==> config.mk <==
export PLATFORM = sky130hd
export DESIGN_NAME = pwm_input_conditioner
export DESIGN_NICKNAME = d
export VERILOG_FILES = /design/src/rtl/pwm_input_conditioner.sv
export SDC_FILE = /design/constraint.sdc
export NUM_CORES = 1
export LEC_CHECK = 0
export CORE_ASPECT_RATIO = 2
export CORE_MARGIN = 1.5
export CORE_UTILIZATION = 50
export DETAILED_ROUTE_END_ITERATION = 7
export PLACE_DENSITY = 0.74
export SKIP_LAST_GASP = 1
export SYNTH_ARGS = -nofsm -noshare
export SYNTH_HDL_FRONTEND = slang
export SYNTH_SLANG_ARGS = --single-unit
==> constraint.sdc <==
create_clock -name i_clk -period 1.4 [get_ports i_clk]
set_clock_uncertainty 0.1 [all_clocks]
set_input_delay 0.14 -clock i_clk [delete_from_list [all_inputs] [get_ports i_clk]]
set_output_delay 0.14 -clock i_clk [all_outputs]
set_load 0.01 [all_outputs]
==> src/rtl/pwm_input_conditioner.sv <==
// Six-channel RC-receiver front end: 2-flop sync, glitch filter, rise/fall strobes.
// Optional per-channel signal-loss watchdog enabled by `define PWM_COND_WATCHDOG_EN.
module pwm_input_conditioner #(
    parameter int clockFreq     = 1000000,
    parameter int FILTER_CYCLES = 4,
    parameter int TIMEOUT_MS    = 50
) (
    input  logic       i_clk,
    input  logic       i_rstn,
    input  logic       i_pwm_0,
    input  logic       i_pwm_1,
    input  logic       i_pwm_2,
    input  logic       i_pwm_3,
    input  logic       i_pwm_4,
    input  logic       i_pwm_5,
    output logic       o_pwm_0,
    output logic       o_pwm_1,
    output logic       o_pwm_2,
    output logic       o_pwm_3,
    output logic       o_pwm_4,
    output logic       o_pwm_5,
    output logic [5:0] o_rise,
    output logic [5:0] o_fall,
    output logic [5:0] o_valid,
    output logic       o_failsafe
);
    localparam int NCH   = 6;
    localparam int CNT_W = $clog2(FILTER_CYCLES + 1);
    localparam logic [CNT_W-1:0] CNT_LAST = CNT_W'(FILTER_CYCLES - 1);

    logic [NCH-1:0]            raw;
    logic [NCH-1:0]            sync1_q, sync2_q;
    logic [NCH-1:0]            pwm_q, pwm_d;
    logic [NCH-1:0]            rise_q, rise_d;
    logic [NCH-1:0]            fall_q, fall_d;
    logic [NCH-1:0][CNT_W-1:0] cnt_q, cnt_d;

    assign raw = {i_pwm_5, i_pwm_4, i_pwm_3, i_pwm_2, i_pwm_1, i_pwm_0};

    // NOTE: state registers use non-blocking assignments only, so every flop
    // samples the pre-edge value of its neighbours (the sync chain depends on it).
    always_ff @(posedge i_clk or negedge i_rstn) begin
        if (!i_rstn) begin
            sync1_q <= '0;
            sync2_q <= '0;
            pwm_q   <= '0;
            rise_q  <= '0;
            fall_q  <= '0;
            cnt_q   <= '0;
        end else begin
            sync1_q <= raw;
            sync2_q <= sync1_q;
            pwm_q   <= pwm_d;
            rise_q  <= rise_d;
            fall_q  <= fall_d;
            cnt_q   <= cnt_d;
        end
    end

    // NOTE: every output of this block gets a default first, so no path can
    // leave a signal unassigned and infer a latch.
    always_comb begin
        pwm_d  = pwm_q;
        cnt_d  = cnt_q;
        rise_d = '0;
        fall_d = '0;
        for (int n = 0; n < NCH; n++) begin
            if (sync2_q[n] == pwm_q[n]) begin
                cnt_d[n] = '0;
            end else if (cnt_q[n] == CNT_LAST) begin
                // FILTER_CYCLES consecutive disagreeing samples: accept the new level.
                pwm_d[n]  = sync2_q[n];
                cnt_d[n]  = '0;
                rise_d[n] = sync2_q[n];
                fall_d[n] = ~sync2_q[n];
            end else begin
                cnt_d[n] = cnt_q[n] + CNT_W'(1);
            end
        end
    end

    assign o_pwm_0 = pwm_q[0];
    assign o_pwm_1 = pwm_q[1];
    assign o_pwm_2 = pwm_q[2];
    assign o_pwm_3 = pwm_q[3];
    assign o_pwm_4 = pwm_q[4];
    assign o_pwm_5 = pwm_q[5];
    assign o_rise  = rise_q;
    assign o_fall  = fall_q;

`ifdef PWM_COND_WATCHDOG_EN
    localparam int TIMEOUT_CYCLES = clockFreq / 1000 * TIMEOUT_MS;
    localparam int WD_W           = $clog2(TIMEOUT_CYCLES + 1);
    localparam logic [WD_W-1:0] WD_MAX = WD_W'(TIMEOUT_CYCLES);

    logic [NCH-1:0][WD_W-1:0] wd_q, wd_d;
    logic [NCH-1:0]           valid_q, valid_d;

    always_ff @(posedge i_clk or negedge i_rstn) begin
        if (!i_rstn) begin
            wd_q    <= '0;
            valid_q <= '0;
        end else begin
            wd_q    <= wd_d;
            valid_q <= valid_d;
        end
    end

    // Keyed on rise_d so the counter restarts on the same edge o_rise registers;
    // a rise on the timeout cycle therefore keeps the channel valid.
    always_comb begin
        wd_d    = wd_q;
        valid_d = valid_q;
        for (int n = 0; n < NCH; n++) begin
            if (rise_d[n]) begin
                wd_d[n]    = '0;
                valid_d[n] = 1'b1;
            end else if (wd_q[n] != WD_MAX) begin
                wd_d[n] = wd_q[n] + WD_W'(1);
                if (wd_d[n] == WD_MAX) valid_d[n] = 1'b0;
            end
        end
    end

    assign o_valid = valid_q;
`else
    // Timeout parameters are kept so both builds share one parameter list.
    logic unused_timeout_cfg;
    assign unused_timeout_cfg = ((clockFreq / 1000 * TIMEOUT_MS) == 0);
    assign o_valid = '1;
`endif

    assign o_failsafe = ~&o_valid;

endmodule

==> reports/qor.csv <==
metric;value;unit
total internal power;3.10;mW
Area growth, synth to finish;25.6;%
critical path required time;1.49;ns
initial core utilization;0.522;
startpoint types;flop;
post-synth top area share;0.681;
layout cells sized above 1;0.176;
gr ovfl total;0;
worst-skew pair later-pin latency;0.30;ns
FF/Latch Area;1200;µm²
Setup WS pre-CTS;0.107;ns
synth top area cells;dfrtp_1 (68%), nor3b_1 (6.4%), and3b_1 (4.5%);
Die Height;87.0;µm
first-pass GRT wire length;4.27;mm
fill cell count;255;
I/O Buffers;25;
pins over their slew limit;0;
CP max-delay cell;dfrtp_1;
Vias/cell;5.11;
Setup-failing EPs final;0;
dpl hpwl;1.83;mm
Max-cap violations;0;
initial DRC count;16;
Seq pwr share;0.436;
WL/cell;13.9;µm
multi-input logic area;529;µm²
clk slew on worst S/H paths;0.09;ns
crit path cell chain;ha_1 > nand2b_4 > mux2_2;
DRT Wirelength;2.50;mm
initial antenna violation count;0;
status;finished clean;
largest net degree at the start of global routing;33;
All-Layer GR Usage;0.154;
Power Density;1860;nW/µm²
final core utilization;0.656;
Bufs on Longest Clock Path;2;
CTS tree;built;
sw power;1.02;mW
worst hold path type;in2reg;
die area;3920;µm²
WP buf/inv;0;
most frequent cells in the layout;dfrtp_1 (48), dlygate4sd2_1 (17), nor3b_1 (15);
Ys Warns;0;
CTS buffer count;5;
Vias;919;
cell family with most CP delay;flip-flops;
most common cell after layout, fill and taps aside;dfrtp_1;
Peak VDD IR;1.23;mV
final hold vios;0;
synth unique cells;12;
largest fanout on the critical path;5;
Peak Freq;767;MHz
Final min period;1.30;ns
number of diodes;0;
# IOs;33;
mapped cell area;1760;µm²
clock root buffer;clkbuf_8;
Syn Area/Cell;15.9;µm²
register area share after synthesis;0.681;
Final GP Congestion;0.649;
Synth area leader;dfrtp_1;
FF+latch count, synth;48;
slack of the critical path;0.0963;ns
Crit. End Element;flop;
post-route ant nets;0;
Syn Inst Count;111;
FP Rows;30;
Net Sw Frac;0.247;
Placed Cells;167;
H-tree Lvls;2;
non-filler instance count after layout;180;
Core ar.;3380;µm²
CP Class;reg2reg;
DRC;0;
Clock power frac;0.323;
data arrival time of the critical path;1.40;ns
Comb power frac;0.241;
vias in the first global route;978;
Die Wd;45;µm
P_leak;1.13;nW
CP peak stage delay;0.41;ns
RSZ-0062 raised after global routing;false;
nets@finish;161;
DR pass1 iterations;2;
fin crit share;0.931;
CTS sink cnt;48;
cell usage after synthesis, drive strengths merged:
| library cell | instances |
|---|---|
| nor2b | 6 |
| mux2 | 6 |
| xnor2 | 6 |
| and3b | 9 |
| nor3 | 3 |
| dfrtp | 48 |
| buf | 7 |
| nor3b | 15 |
| nand2b | 3 |
| ha | 6 |
| conb | 2 |
worst reg2reg max path, cell delays in order, from the launching register on:
cell and delay (ns):
dfrtp_1 0.41, ha_1 0.26, nand2b_4 0.10, mux2_2 0.33
kinds of logic (layout without fill, tap and decap cells):
| group | count (synthesis) | after routing | synth area share |
|---|---|---|---|
| xor gates and xnor gates | 6 | 6 | 0.0298 |
| adders and majority gates | 6 | 6 | 0.0426 |
| buffers and inverters | 7 | 39 | 0.0298 |
| DFF | 48 | 48 | 0.681 |
| muxes | 6 | 6 | 0.0383 |
| other | 2 | 7 | 0.00426 |
| and+or+nand+nor | 36 | 36 | 0.174 |
worst paths after layout:
check,from,to,slack [ns],cells past startpoint
worst max-delay path,cnt_q[15],pwm_q[5],0.1,3
worst min-delay path,i_pwm_1,sync1_q[1],0.18,1
worst max register to register,cnt_q[15],pwm_q[5],0.1,3
worst min register to register,sync1_q[0],sync2_q[0],0.25,0
max in group asynchronous,i_rstn,pwm_q[4],0.52,3
min in group asynchronous,i_rstn,pwm_q[0],0.19,2
per-stage QoR:
stage	hold WS, ns	area, µm²	setup TNS (ns)	power [mW]
2_1_floorplan	-0.256	1780	0	2.42
3_3_place_gp	-0.0229	2040	0	2.74
3_5_place_dp	-0.0136	2040	0	2.83
4_1_cts	0.162	2210	-0.0470	4.19
5_1_grt	0.168	2220	0	4.37
6_report	0.175	2220	0	4.12
power groups by stage:
| stage | Sequential, mW | Clock (mW) | Combinational (mW) |
|---|---|---|---|
| floorplan | 1.89 | 0 | 0.528 |
| global placement | 1.85 | 0 | 0.888 |
| detailed placement | 1.87 | 0 | 0.952 |
| CTS | 1.80 | 1.37 | 1.02 |
| global route | 1.83 | 1.42 | 1.11 |
| finish | 1.79 | 1.33 | 0.992 |
cell type report:
class                      instances  share of cell area
timing repair buffer              31               0.129
tap                               32              0.0181
sequential                        48               0.542
multi-input combinational         61               0.239
clock inverter                     3              0.0407
clock buffer                       5              0.0311
routing by layer:
layer | routed length [µm] | GRT usage | share of wire | vias up
met1 | 960 | 0.174 | 0.38 | 462
li1 | - | - | - | 431
met4 | 36 | 0.0963 | 0.014 | 0
met2 | 1400 | 0.243 | 0.56 | 24
met3 | 108 | 0.0456 | 0.043 | 2
met5 | 0 | 0 | 0 | -
registers in the layout, summed over array words and instances, names as in the netlist:
signal   count
pwm_q        6
o_rise       6
sync1_q      6
cnt_q       18
sync2_q      6
o_fall       6
timing repair:
action | in CTS | in global routing
resized for setup | 17 | 1
endpoints found under the hold margin | 32 | 0
pin swaps | 0 | 0
setup endpoints to repair | 18 | 1
buffers inserted | 4 | 0
hold buffers | 1 | 0
No activity file was read; power rests on OpenSTA's default activity.
